[config.mk]
export PLATFORM = sky130hd
export DESIGN_NAME = ccu_snoop_ctrl
export DESIGN_NICKNAME = d
export VERILOG_FILES = /design/src/rtl/ccu_snoop_ctrl.sv
export SDC_FILE = /design/constraint.sdc
export NUM_CORES = 1
export LEC_CHECK = 0
export ABC_CLOCK_PERIOD_IN_PS = 2800
export CAP_MARGIN = 40
export CORE_AREA = 2 2 205 207
export CTS_CLUSTER_DIAMETER = 60
export DETAILED_ROUTE_END_ITERATION = 10
export DIE_AREA = 0 0 207 209
export PLACE_DENSITY_LB_ADDON = 0.05
export SYNTH_ARGS = -nofsm -noshare
export SYNTH_HDL_FRONTEND = slang
export SYNTH_SLANG_ARGS = --single-unit
[constraint.sdc]
create_clock -name clk_i -period 2.8 [get_ports clk_i]
set_clock_uncertainty 0.1 [all_clocks]
set_input_delay 0.56 -clock clk_i [delete_from_list [all_inputs] [get_ports clk_i]]
set_output_delay 0.56 -clock clk_i [all_outputs]
set_load 0.02 [all_outputs]
[src/rtl/ccu_snoop_ctrl.sv]
// Snoop engine: broadcasts one snoop command on AC to a masked subset of
// master ports, merges their CR responses into one result, forwards CD data
// from the lowest-index data responder and drains CD from the other ones.
module ccu_snoop_ctrl #(
  parameter int unsigned NoMstPorts = 4,
  parameter int unsigned AddrWidth  = 64,
  parameter int unsigned DataWidth  = 64
) (
  input  logic                            clk_i,
  input  logic                            rst_ni,
  input  logic                            req_valid_i,
  output logic                            req_ready_o,
  input  logic [AddrWidth-1:0]            req_addr_i,
  input  logic [3:0]                      req_snoop_i,
  input  logic [2:0]                      req_prot_i,
  input  logic [NoMstPorts-1:0]           req_mask_i,
  output logic [NoMstPorts-1:0]           ac_valid_o,
  input  logic [NoMstPorts-1:0]           ac_ready_i,
  output logic [AddrWidth-1:0]            ac_addr_o,
  output logic [3:0]                      ac_snoop_o,
  output logic [2:0]                      ac_prot_o,
  input  logic [NoMstPorts-1:0]           cr_valid_i,
  output logic [NoMstPorts-1:0]           cr_ready_o,
  input  logic [5*NoMstPorts-1:0]         cr_resp_i,
  input  logic [NoMstPorts-1:0]           cd_valid_i,
  output logic [NoMstPorts-1:0]           cd_ready_o,
  input  logic [DataWidth*NoMstPorts-1:0] cd_data_i,
  input  logic [NoMstPorts-1:0]           cd_last_i,
  output logic                            rsp_valid_o,
  input  logic                            rsp_ready_i,
  output logic                            rsp_data_o,
  output logic                            rsp_dirty_o,
  output logic                            rsp_shared_o,
  output logic                            rsp_unique_o,
  output logic                            rsp_error_o,
  output logic                            data_valid_o,
  input  logic                            data_ready_i,
  output logic [DataWidth-1:0]            data_o,
  output logic                            data_last_o
);

  localparam int unsigned SelW = (NoMstPorts > 1) ? $clog2(NoMstPorts) : 1;

  typedef enum logic [1:0] {ST_IDLE, ST_SNOOP, ST_RESP, ST_DATA} state_e;

  state_e                     r_state, w_state_nxt;
  logic [AddrWidth-1:0]       r_addr;
  logic [3:0]                 r_snoop;
  logic [2:0]                 r_prot;
  logic [NoMstPorts-1:0]      r_mask;
  logic [NoMstPorts-1:0]      r_ac_done, r_cr_done, r_cd_done;
  logic [NoMstPorts-1:0][4:0] r_resp;
  logic [SelW-1:0]            r_sel, w_sel_nxt;

  logic [NoMstPorts-1:0]      w_ac_valid, w_cr_ready, w_cd_ready;
  logic [NoMstPorts-1:0]      w_ac_hs, w_cr_hs, w_cd_last_hs, w_dt;
  logic [4:0]                 w_resp_or;
  logic                       w_fwd_valid, w_fwd_last;
  logic [DataWidth-1:0]       w_fwd_data;

  assign w_ac_valid   = (r_state == ST_SNOOP) ? (r_mask & ~r_ac_done) : '0;
  // CR is only offered to ports whose own AC handshake has completed.
  assign w_cr_ready   = (r_state == ST_SNOOP) ? (r_mask & r_ac_done & ~r_cr_done) : '0;
  assign w_ac_hs      = w_ac_valid & ac_ready_i;
  assign w_cr_hs      = w_cr_ready & cr_valid_i;
  assign w_cd_last_hs = w_cd_ready & cd_valid_i & cd_last_i;

  always_comb begin
    w_resp_or = '0;
    w_dt      = '0;
    for (int unsigned i = 0; i < NoMstPorts; i++) begin
      w_resp_or = w_resp_or | r_resp[i];
      w_dt[i]   = r_mask[i] & r_resp[i][0];
    end
  end

  always_comb begin
    w_sel_nxt = '0;
    for (int unsigned i = NoMstPorts; i > 0; i--) begin
      if (w_dt[i-1]) w_sel_nxt = SelW'(i-1);
    end
  end

  // Selected port is passed through; other data responders are drained.
  always_comb begin
    w_fwd_valid = 1'b0;
    w_fwd_last  = 1'b0;
    w_fwd_data  = '0;
    w_cd_ready  = '0;
    if (r_state == ST_DATA) begin
      for (int unsigned i = 0; i < NoMstPorts; i++) begin
        if (r_sel == SelW'(i)) begin
          w_fwd_valid   = cd_valid_i[i] & ~r_cd_done[i];
          w_fwd_last    = cd_last_i[i];
          w_fwd_data    = cd_data_i[i*DataWidth +: DataWidth];
          w_cd_ready[i] = data_ready_i & ~r_cd_done[i];
        end else begin
          w_cd_ready[i] = w_dt[i] & ~r_cd_done[i];
        end
      end
    end
  end

  always_comb begin
    w_state_nxt = r_state;
    case (r_state)
      ST_IDLE: begin
        if (req_valid_i) w_state_nxt = (req_mask_i != '0) ? ST_SNOOP : ST_RESP;
      end
      ST_SNOOP: begin
        if ((r_cr_done | w_cr_hs) == r_mask) w_state_nxt = ST_RESP;
      end
      ST_RESP: begin
        if (rsp_ready_i) w_state_nxt = (w_dt != '0) ? ST_DATA : ST_IDLE;
      end
      ST_DATA: begin
        if (((r_cd_done | w_cd_last_hs) & w_dt) == w_dt) w_state_nxt = ST_IDLE;
      end
      default: w_state_nxt = ST_IDLE;
    endcase
  end

  always_ff @(posedge clk_i or negedge rst_ni) begin
    if (!rst_ni) begin
      r_state   <= ST_IDLE;
      r_addr    <= '0;
      r_snoop   <= '0;
      r_prot    <= '0;
      r_mask    <= '0;
      r_ac_done <= '0;
      r_cr_done <= '0;
      r_cd_done <= '0;
      r_resp    <= '0;
      r_sel     <= '0;
    end else begin
      r_state <= w_state_nxt;
      if (r_state == ST_IDLE && req_valid_i) begin
        r_addr  <= req_addr_i;
        r_snoop <= req_snoop_i;
        r_prot  <= req_prot_i;
        r_mask  <= req_mask_i;
      end
      if (w_state_nxt == ST_IDLE) begin
        r_ac_done <= '0;
        r_cr_done <= '0;
        r_cd_done <= '0;
        r_resp    <= '0;
        r_sel     <= '0;
      end else begin
        r_ac_done <= r_ac_done | w_ac_hs;
        r_cr_done <= r_cr_done | w_cr_hs;
        r_cd_done <= r_cd_done | w_cd_last_hs;
        for (int unsigned i = 0; i < NoMstPorts; i++) begin
          if (w_cr_hs[i]) r_resp[i] <= cr_resp_i[5*i +: 5];
        end
        if (r_state == ST_RESP) r_sel <= w_sel_nxt;
      end
    end
  end

  assign req_ready_o  = (r_state == ST_IDLE);
  assign ac_valid_o   = w_ac_valid;
  assign ac_addr_o    = r_addr;
  assign ac_snoop_o   = r_snoop;
  assign ac_prot_o    = r_prot;
  assign cr_ready_o   = w_cr_ready;
  assign cd_ready_o   = w_cd_ready;
  assign rsp_valid_o  = (r_state == ST_RESP);
  assign rsp_data_o   = rsp_valid_o & w_resp_or[0];
  assign rsp_error_o  = rsp_valid_o & w_resp_or[1];
  assign rsp_dirty_o  = rsp_valid_o & w_resp_or[2];
  assign rsp_shared_o = rsp_valid_o & w_resp_or[3];
  assign rsp_unique_o = rsp_valid_o & w_resp_or[4];
  assign data_valid_o = w_fwd_valid;
  assign data_o       = w_fwd_data;
  assign data_last_o  = w_fwd_last;

endmodule

Word level (Yosys, flattened, before mapping)
Index checks and enable logic that the tools add are counted.
- flip-flop bits (word level): 111
- input bits: 372
- output and inout bits: 156
- equality and inequality tests: 8
- multiplexer cells: 43
- bitwise logic cells: 41
- reductions and logical operators: 11
- operators by type and width (cell ; count):
    2-to-1 mux 64 bit ; 5
    AND 4 bit ; 8
    2-to-1 mux 2 bit ; 12
    2-to-1 mux 4 bit ; 6
    AND 1 bit ; 21
    2-to-1 mux 20 bit ; 1
    2-to-1 mux 5 bit ; 4
    OR 5 bit ; 3
    2-to-1 mux 1 bit ; 14
    OR 4 bit ; 3
    nonzero test 2 bit ; 5
    == test 2 bit (second input constant) ; 4
    == test 4 bit ; 2
    NOT 4 bit ; 2
    case mux 2 bit (4 select lines) ; 1
    nonzero test 4 bit ; 2
    logical NOT 2 bit ; 3
    == test 2 x 1 -> 1 bit (second input constant) ; 2
    NOT 1 bit ; 4
    logical AND 1 bit ; 1

Logic depth before layout (Yosys ltp)
Gate-level depths: netlist of the first run.
- depth after elaboration: 13
- mapped depth: 8
- mapped depth without buffers: 7

Least setup slack after synthesis of the first run
Ideal clock, no wire load.
- path kind: reg-to-output
- start: register r_sel[1]
- end: output data_valid_o
- data arrival time: 1.647 ns
- required time: 2.140 ns
- setup slack: 0.493 ns
- stages on the path, launching flop included: 6
- cells stage by stage: dfrtp_1 -> buf_2 -> buf_1 -> nor3b_1 -> a31oi_1 -> a211oi_1
- word-level cells in the longest chain between the ends: 6
- elaborated cells between the ends (all ways): 9
- ends and longest elaborated chain (item ; RTL line ; text):
    from (decl) ; 53 ; logic [SelW-1:0] r_sel, w_sel_nxt;
    from (signal assigned) ; 156 ; if (r_state == ST_RESP) r_sel <= w_sel_nxt;
    logical NOT 2 bit ; 92 ; if (r_sel == SelW'(i)) begin
    2-to-1 mux 1 bit (3 in a row) ; 92 ;
    2-to-1 mux 1 bit (*) ; 92 ;
    2-to-1 mux 1 bit (*) ; 90 ; if (r_state == ST_DATA) begin
    to (decl) ; 36 ; output logic data_valid_o,
Every way passes the cells marked *; elsewhere a longest branch is shown, timed or not.

Worst setup path after layout of the first run
- start: register r_sel[0]
- end: output data_o[28]
- word-level cells in the longest chain between the ends: 6
- elaborated cells between the ends (all ways): 9
- ends and longest elaborated chain (item ; RTL line ; text):
    logical NOT 2 bit ; 92 ;
    2-to-1 mux 64 bit (3 in a row) ; 92 ;
    2-to-1 mux 64 bit (*) ; 92 ;
    2-to-1 mux 64 bit (*) ; 90 ;
    to (decl) ; 38 ; output logic [DataWidth-1:0] data_o,
Marks and branches as above.

==> flow_metrics.py, run 1 <==
metrics = {
    "outcome": {
        "status": "complete, no violations",
    },
    "sta": {
        "slew_headroom_pct": 50.87,
        "maxSlewViolCount": 0,
        "fin_crit_sh_pct": 99.03,
        "finalHoldViolations": 0,
        "worstMarginPinSlew_ns": 0.7346,
        "rsz0062_at_grt": "yes",
        "period_needed_ns": 2.773,
        "fin_ws_ns": 0.02704,
        "setup_violations": 0,
        "hold_slack_ns": 0.1112,
        "fmax_mhz": 360.6,
    },
    "logic_synthesis": {
        "synth_fa_ha_area_share_pct": 0,
        "synth-main-ff-cell": "dfrtp_1",
        "async_flop_share_pct": 100.0,
        "synth_top_family_by_area": "multiplexers",
        "synth_fp_nets": 904,
        "synth_compound_area_share_pct": 4.655,
        "synth_edf_count": 0,
        "synth_seq_cells": 111,
        "synthCells": 532,
        "seq_area_frac_synth_pct": 41.01,
        "synth_cell_types": 40,
        "synth-simple-area-share_pct": 13.89,
        "synthMuxAreaShare_pct": 36.67,
        "yosysWarnings": 0,
        "synth_top_area_share_pct": 41.01,
        "synth_area_mm2": 0.006773,
        "yosysTopAreaCell": "dfrtp_1",
        "syn_avg_cell_area_um2": 12.73,
        "synthTopCellsByArea": "dfrtp_1 (41%), mux4_2 (22%), mux2_2 (12%), nor2b_1 (6.1%), mux2i_1 (3.3%)",
        "synth-xor-area-share_pct": 0,
    },
    "layout": {
        "fin_nets": 1466,
        "final-instance-count-excl-fill": 1644,
        "drive_above_1_share_pct": 25.75,
        "fillers": 4282,
        "multi_input_area_mm2": 0.003779,
        "seqCellArea_mm2": 0.002786,
        "area_growth_pct": 97.75,
    },
    "worst_setup_path": {
        "slowest_stage": "dfrtp_4",
        "start_kind": "register",
        "r2r-start": "r_sel[0]",
        "path_class": "register to output pin",
        "crit_chain": "buf_12, buf_12, buf_4, mux4_2, nor2b_1, buf_2",
        "ff2ff_path_depth": 8,
        "cpPeakStageDelay_ns": 0.50,
        "worstPathBufferInverterCount": 4,
        "worstPathRequired_ns": 2.14,
        "path_max_fanout": 11,
        "rrSetupSlack_ns": 0.42,
        "crit_family": "buffers and inverters",
        "cp-end-kind": "output pin",
        "critPathArrivalTime_ns": 2.11,
        "cpMostUsedCell": "buf_12",
        "cp.depth": 6,
        "worstReg2RegEnd": "r_cr_done[1]",
    },
    "clock_network": {
        "hold_buffers": 0,
        "cts_root_buffer": "clkbuf_16",
        "clk_pin_slew_ns": 0.08,
        "cts_buffers": 9,
        "clkLatencyLatePin_ns": 0.36,
        "h-tree-depth": 3,
        "cts_tree": "yes",
        "clockBufferDepth": 2,
        "numClockSinks": 111,
    },
    "detailed_routing": {
        "totalWireLength_um": 38660,
        "drtIter0Drc": 270,
        "vias": 6944,
        "drc": 0,
        "ant_nets": 0,
        "wl_per_cell_um": 23.51,
        "via_per_inst": 4.224,
        "dr.pass1.iters": 6,
    },
    "global_route": {
        "grt_max_degree": 45,
        "grt_usage_pct": 17.47,
        "antenna_found_initial": 15,
        "gr-total-overflow": 0,
        "grt_pass1_wl_um": 55310,
        "grt_pass1_vias": 7453,
    },
    "floorplan": {
        "die_w_um": 207,
        "start_util_pct": 16.40,
        "core_area_mm2": 0.04129,
        "die_h_um": 209,
        "die_area_mm2": 0.04326,
        "io_pins": 528,
        "fp-row-count": 75,
    },
    "flow_run": {
        "maxCapViolCount": 0,
    },
    "pwr": {
        "powerDensity_mw_per_mm2": 639.1,
        "ir_worst_vdd_mv": 0.4317,
        "leakage_nw": 5.388,
        "finalPower_mw": 8.560,
    },
    "placed_design": {
        "dpl.hpwl_um": 31840,
        "post-place-ws_ns": -0.2007,
        "placed_cells": 1601,
        "place_congestion": 0.8546,
        "numPortBuffers": 527,
    },
    "worst_hold_path": {
        "hold_path_class": "input port to asynchronous set/reset pin",
    },
}
## cell usage after synthesis (2+ instances only)
| library cell | number |
|---|---|
| dfrtp_1 | 111 |
| mux2_2 | 71 |
| nor2b_1 | 66 |
| mux4_2 | 65 |
| nor3_1 | 38 |
| mux2i_1 | 22 |
| buf_2 | 21 |
| nand2_1 | 20 |
| clkbuf_1 | 14 |
| inv_1 | 13 |
| nor2_1 | 13 |
| a31oi_1 | 9 |
| a211oi_1 | 7 |
| nor4_1 | 7 |
| buf_4 | 6 |
| a21oi_1 | 4 |
| a311oi_1 | 4 |
| and4_1 | 4 |
| nand3_1 | 4 |
| nor3b_1 | 4 |
| o21ai_0 | 4 |
| nand2b_1 | 3 |
| a311oi_2 | 2 |
| o31a_1 | 2 |
| o32ai_1 | 2 |
| or2_2 | 2 |
## worst max path at each step
| stage | startpoint | to | slack [ns] |
|---|---|---|---|
| 2_1_floorplan | r_sel[1] | data_valid_o | 0.49 |
| 3_3_place_gp | cd_data_i[98] | data_o[34] | -0.21 |
| 6_report | r_sel[0] | data_o[28] | 0.03 |
| 4_1_cts | r_sel[0] | data_o[28] | -0.10 |
| 3_5_place_dp | cd_data_i[98] | data_o[34] | -0.20 |
| 5_1_grt | r_sel[0] | data_o[28] | -0.03 |
## cell type report
cell class	instances	share of cell area, %
clock buffer	9	1.682
clock inverter	7	0.7287
timing repair buffer	593	43.06
multi-input combinational	366	28.21
sequential	111	20.81
antenna	6	0.1121
tap	539	5.036
inverter	13	0.3644
## layout by cell type (no fill, tap or decap), drive strengths merged, types with 3 or more instances in the layout
| cell type | netlist | routed |
|---|---|---|
| a21oi | 4 | 4 |
| clkbuf | 14 | 12 |
| mux2 | 71 | 71 |
| mux2i | 22 | 22 |
| nor2b | 66 | 66 |
| nand2b | 3 | 3 |
| inv | 13 | 13 |
| nor3b | 4 | 4 |
| nand3 | 5 | 5 |
| dlygate4sd2 | 0 | 25 |
| a31oi | 9 | 9 |
| nor3 | 39 | 39 |
| clkdlybuf4s50 | 0 | 452 |
| diode | 0 | 6 |
| a211oi | 7 | 7 |
| dfrtp | 111 | 111 |
| o21ai | 4 | 4 |
| mux4 | 65 | 65 |
| nor4 | 7 | 7 |
| clkinv | 0 | 3 |
| and4 | 4 | 4 |
| nor2 | 13 | 13 |
| a311oi | 6 | 6 |
| nand2 | 20 | 20 |
| buf | 28 | 111 |
## stage by stage
| step | TNS (ns) | cell area, um^2 | util [%] |
|---|---|---|---|
| after global routing | -0.05176 | 13390 | 32.43 |
| after global placement | -1.984 | 13030 | 31.56 |
| final | 0 | 13390 | 32.44 |
| after CTS | -0.3745 | 13400 | 32.46 |
| after floorplan | 0 | 6773 | - |
| after detailed placement | -1.881 | 13030 | 31.56 |
## registers in the layout, indices dropped and copies added (netlist names)
| signal | cells |
|---|---|
| ac_prot_o | 3 |
| r_cr_done | 4 |
| ac_addr_o | 64 |
| ac_snoop_o | 4 |
| r_cd_done | 4 |
| r_resp | 20 |
| r_sel | 2 |
| r_mask | 4 |
| r_ac_done | 4 |
| r_state | 2 |
## metal layers
layer | global-route usage [%] | share of wire [%]
met1 | 19.61 | 38
met2 | 31.09 | 52
met3 | 6.102 | 7.8
met4 | 5.172 | 1.7
met5 | 0 | 0.21
## worst reg2reg max path: stages, from the launching register on
cell and delay (ns):
dfrtp_4 0.50, buf_1 0.16, buf_4 0.16, nor3b_1 0.18, nor3_1 0.07, o32ai_1 0.62
nor3_4 0.08, buf_12 0.20, a211oi_1 0.23
## report_power, final
| part | switching [mW] | internal, mW |
|---|---|---|
| Combinational | 2.10 | 2.41 |
| Sequential | 0.383 | 2.23 |
| Clock | 0.653 | 0.788 |
## repair_timing
item                       CTS  global route
gates cloned                 0             0
buffers inserted            21             0
pin swaps                    0             0
setup endpoints to repair   78            21
resized for setup          183            27
## cell families after synthesis
group / after synthesis
compound gates: 41
flops: 111
simple gates: 167
mux: 158
buf+inv: 55
Power figures use the tool's default switching activity.
==> run 2: changes to the inputs <==
CAP_MARGIN = 20   (was 40)
==> results of run 2 <==
Same layout as run 1: the final DEF is identical, and so are final timing and power.
